**config.mk**
```make
export PLATFORM = sky130hd
export DESIGN_NAME = piso_shifter
export DESIGN_NICKNAME = d
export VERILOG_FILES = /design/src/rtl/piso_shifter.sv
export SDC_FILE = /design/constraint.sdc
export NUM_CORES = 1
export LEC_CHECK = 0
export CORE_AREA = 2 2 39 41
export CTS_BUF_LIST = sky130_fd_sc_hd__clkbuf_2 sky130_fd_sc_hd__clkbuf_4 sky130_fd_sc_hd__clkbuf_8
export DETAILED_ROUTE_END_ITERATION = 10
export DIE_AREA = 0 0 41 43
export PLACE_DENSITY = 0.6
export SLEW_MARGIN = 5
export SYNTH_ARGS = -nofsm -noshare
export SYNTH_HDL_FRONTEND = slang
export SYNTH_SLANG_ARGS = --single-unit
```
**constraint.sdc**
```tcl
create_clock -name clk -period 1.6 [get_ports clk]
set_input_delay 0.16 -clock clk [delete_from_list [all_inputs] [get_ports clk]]
set_output_delay 0.16 -clock clk [all_outputs]
set_load 0.02 [all_outputs]
```
**src/rtl/piso_shifter.sv**
```systemverilog
// piso_shifter: parallel-in, serial-out shifter.
// Accepts a width-bit word on a load/ready handshake and emits it LSB-first,
// one bit per clock, flagged by s_valid and with last on the final bit.
// Intended to feed a serial-in, right-shifting capture register directly.
//
// Ports:
//   clk     - clock, all state updates on the rising edge
//   clr     - synchronous active-high reset, highest priority
//   din     - parallel word, sampled only on an accepted load
//   load    - load request, accepted when load && ready at an edge
//   ready   - block can accept a word this cycle
//   s_out   - serial data bit, LSB first
//   s_valid - s_out carries a frame bit this cycle
//   last    - current s_out bit is bit width-1 of the frame
//   busy    - frame in progress (same as s_valid)
module piso_shifter #(
    parameter int width = 4
) (
    input  logic             clk,
    input  logic             clr,
    input  logic [width-1:0] din,
    input  logic             load,
    output logic             ready,
    output logic             s_out,
    output logic             s_valid,
    output logic             last,
    output logic             busy
);

    localparam int CW = (width <= 1) ? 1 : $clog2(width);
    localparam logic [CW-1:0] CNT_LAST = CW'(width - 1);

    typedef enum logic {IDLE, SHIFT} state_t;

    state_t           state_q, state_d;
    logic [width-1:0] sreg_q, sreg_d;
    logic [CW-1:0]    cnt_q, cnt_d;

    // Outputs come from registered state only.
    always_comb begin
        s_valid = (state_q == SHIFT);
        last    = s_valid && (cnt_q == CNT_LAST);
        ready   = !s_valid || last;
        s_out   = s_valid && sreg_q[0];
        busy    = s_valid;
    end

    always_comb begin
        state_d = state_q;
        sreg_d  = sreg_q;
        cnt_d   = cnt_q;
        case (state_q)
            IDLE: begin
                if (load) begin
                    sreg_d  = din;
                    cnt_d   = '0;
                    state_d = SHIFT;
                end
            end
            SHIFT: begin
                if (last) begin
                    // Final bit: either chain straight into the next frame
                    // (no gap bit) or drop back to idle with a clean sreg.
                    if (load) begin
                        sreg_d = din;
                        cnt_d  = '0;
                    end else begin
                        sreg_d  = '0;
                        cnt_d   = '0;
                        state_d = IDLE;
                    end
                end else begin
                    sreg_d = sreg_q >> 1;
                    cnt_d  = cnt_q + CW'(1);
                end
            end
            default: begin
                state_d = IDLE;
            end
        endcase
    end

    always_ff @(posedge clk) begin
        if (clr) begin
            state_q <= IDLE;
            sreg_q  <= '0;
            cnt_q   <= '0;
        end else begin
            state_q <= state_d;
            sreg_q  <= sreg_d;
            cnt_q   <= cnt_d;
        end
    end

endmodule

```
==> qor.txt <==
SYNTH
----------------------------------------------------------------------------------------
Count of flip-flops with a built-in enable after synthesis ................            0
Adder and majority cell fraction of the synthesized area ..................        3.39%
Net Count, Synth ..........................................................           50
Yosys top cell area share .................................................        38.0%
Synth cell count leaders .................................................. dfxtp_1, nor2_1, inv_1
Cell taking the most area after synthesis .................................      dfxtp_1
Cell with the most instances after synthesis ..............................      dfxtp_1
Simple logic cell fraction of the synthesized area ........................        19.3%
Share of synthesized registers carrying an async set or reset .............           0%
Fraction of the yosys area taken by sequential cells ......................        38.0%
Synth Area in Compound Gates ..............................................        23.4%
Number of warnings reported in the yosys synthesis log ....................            0
Dominant synthesized flop cell ............................................      dfxtp_1
Cell types occupying the most area after synthesis ........................ dfxtp_1, a32oi_1, a211oi_1
Multiplexer fraction of the synthesized cell area .........................        5.42%
Area of the mapped netlist ................................................      369 µm²
Post-synthesis cell type count ............................................           19
Mean post-synth cell area .................................................     8.79 µm²
Cell count after synthesis ................................................           42
Register bit total from synthesis .........................................            7
Post-synthesis xor/xnor area fraction .....................................           0%
Dominant combinational cell family by area after synthesis ................ compound AO/OA/AOI/OAI gates

TIMING
----------------------------------------------------------------------------------------
RSZ-0062 raised after global routing ......................................        false
Final worst path period share .............................................        92.2%
Count of endpoints failing hold in the final timing report ................            0
Largest clock skew in the final design ....................................   0.00678 ns
Total negative slack ......................................................         0 ns
Max Clock Freq ............................................................    0.678 GHz
Max Transition Viols Final ................................................            0
Normalized max-slew margin ................................................        66.6%
Worst Slack Setup Final ...................................................     0.125 ns
Fin crit period ...........................................................      1.48 ns
Worst slew pin tran .......................................................     0.499 ns
Final setup violation count ...............................................            0

SETUP PATH
----------------------------------------------------------------------------------------
Critical path endpoint category ...........................................   output pin
Worst stage delay on the critical path ....................................      0.32 ns
Highest-delay cell along the critical path ................................      dfxtp_1
Critical path start-end classification .................................... register to output pin
WP buf/inv ................................................................            2
Kind of cell adding the most delay to the critical path ................... buffers and inverters
Data arrival time of the worst path .......................................      1.32 ns
Largest driver fanout on the critical path ................................            4
Worst path cell trace ..................................................... ha_1 > nor2b_2 > inv_1 > dlygate4sd2_1
Crit start category .......................................................     register
Data required time of the critical path ...................................      1.44 ns

ROUTING
----------------------------------------------------------------------------------------
Number of search-and-repair iterations in the first detailed-routing pass .            4
Routed Wire Length ........................................................       798 µm
Wire length per cell after detailed routing ...............................      10.9 µm
DRC .......................................................................            0
Antenna-violating nets left ...............................................            0
Number of DRC markers in iteration 0 ......................................            4
Overall via count from detail_route .......................................          334
Via/cell ratio ............................................................         4.58

CTS
----------------------------------------------------------------------------------------
Total number of clock tree sinks ..........................................            7
CTS buffer count ..........................................................            3
Clk slew on worst S/H paths ...............................................      0.06 ns
Hold bufs inserted after CTS ..............................................            0
CTS max path bufs .........................................................            2
Root buffer selected by CTS ...............................................     clkbuf_4
TritonCTS clock tree ......................................................         done
CTS H-tree depth ..........................................................            1
Clock latency on the worst-skew pair ......................................      0.25 ns

PLACED DESIGN
----------------------------------------------------------------------------------------
Number of placed cells counting well taps .................................           69
Post-DP HPWL ..............................................................       575 µm
Post-placement worst setup slack ..........................................     0.115 ns
Count of input and output buffers .........................................           11
Final GP Congestion .......................................................        0.599

FINAL LAYOUT
----------------------------------------------------------------------------------------
Area Growth Syn to Fin ....................................................        43.4%
Core occupancy in the finished layout .....................................        38.2%
Fillers ...................................................................          153
Count of non-filler cells in the finished layout ..........................           73
# nets final ..............................................................           66
Fraction of final layout cells with drive strength greater than 1 .........        19.3%
Antenna Diode Count .......................................................            0

PWR
----------------------------------------------------------------------------------------
Power, Total ..............................................................       460 µW
Lkg Pwr ...................................................................     0.248 nW
Power per unit of standard cell area ......................................   868 nW/µm²
Peak supply drop ..........................................................       330 µV

GRT
----------------------------------------------------------------------------------------
Maximum number of pins on one net before global-route repair ..............           15
Global-route total usage across every layer ...............................        11.5%
Number of global-route vias before repair .................................          324
Global route total overflow ...............................................            0
Antenna violations before repair ..........................................            0
Global-route wire length before repair ....................................      1310 µm

FLOORPLANNING
----------------------------------------------------------------------------------------
I/O pins ..................................................................           12
Die ar. ...................................................................     1760 µm²
Overall die width .........................................................        41 µm
Die height ................................................................        43 µm
Starting density of the core ..............................................        26.7%
Site Rows .................................................................           14
Core region area ..........................................................     1380 µm²

RUN
----------------------------------------------------------------------------------------
Max-cap violations ........................................................            0

HOLD PATH
----------------------------------------------------------------------------------------
Path type of the worst min-delay path ..................................... register to register

RUN STATUS
----------------------------------------------------------------------------------------
Result of the run ......................................................... complete, no violations

-- through the flow --
stage / instance area (µm²) / hold WS [ns]
finish: 529 / 0.540
global route: 529 / 0.569
CTS: 527 / 0.546
detailed placement: 498 / 0.533
global placement: 498 / 0.517
floorplan: 369 / 0.232
-- report_power, final --
part | switching (mW) | internal [mW]
combinational | 0.0376 | 0.0459
clock | 0.0674 | 0.112
sequential | 0.00980 | 0.187
-- worst paths after layout --
path	from	endpoint	slack [ns]	cells after the start
hold / removal	cnt_q[0]$_SDFFE_PP0P_	cnt_q[0]$_SDFFE_PP0P_	0.54	2
setup reg to reg	cnt_q[0]$_SDFFE_PP0P_	sreg_q[0]$_SDFFE_PP0P_	0.37	5
hold reg to reg	cnt_q[0]$_SDFFE_PP0P_	cnt_q[0]$_SDFFE_PP0P_	0.54	2
setup / recovery	cnt_q[0]$_SDFFE_PP0P_	ready	0.12	4
-- cell type report --
class	instances	area (µm²)	share of cell area, %
Multi-Input combinational cell	28	190	35.9
Sequential cell	7	141	26.7
Timing Repair Buffer	14	133	25.1
Clock buffer	4	30.0	5.67
Tap cell	16	20.0	3.78
Inverter	4	15.0	2.84
-- tightest hold or removal path, stage by stage, from the launching register on --
cell and delay (ns):
dfxtp_1 0.35, mux2i_1 0.08, nor2_1 0.08
-- registers in the layout (all words and copies together) (netlist names) --
register,cells
sreg_q,4
busy,1
cnt_q,2
-- cell usage in the layout, fill, tap and decap left out --
cell	Yosys	routed
a211oi_1	3	3
a21o_1	1	1
a21o_2	2	2
a21oi_1	1	1
a32oi_1	3	3
and2_1	2	2
buf_4	1	3
clkbuf_4	0	4
clkdlybuf4s50_1	0	8
dfxtp_1	7	6
dfxtp_2	0	1
dlygate4sd2_1	0	2
dlymetal6s2s_1	0	1
ha_1	1	1
inv_1	4	4
mux2i_1	2	2
nand3_1	1	1
nor2_1	6	6
nor2b_2	1	1
nor3_1	3	3
nor3b_1	1	1
o21a_1	1	1
-- cell families (layout without fill, tap and decap cells) --
family	Yosys count	count (layout)
muxes	2	2
DFF	7	7
buffers and inverters	7	22
AOI/OAI and AO/OA	11	11
and+or+nand+nor	14	14
adders and majority gates	1	1
-- layer usage --
| metal | track usage, % | part of all wire (%) | up-vias |
|---|---|---|---|
| met5 | 0 | 0 | - |
| met4 | 10.0 | 1.4 | 0 |
| met3 | 4.71 | 6.8 | 2 |
| met2 | 16.9 | 45 | 10 |
| met1 | 11.6 | 47 | 143 |
| li1 | - | - | 179 |
-- repair_timing --
item	4_1_cts	5_1_grt
hold endpoints to repair	0	0
pin swaps	0	0
gates cloned	0	0
gates resized for setup	3	1
buffers inserted	0	0
endpoints found under the setup margin	3	1
No activity file was read; power rests on OpenSTA's default activity.
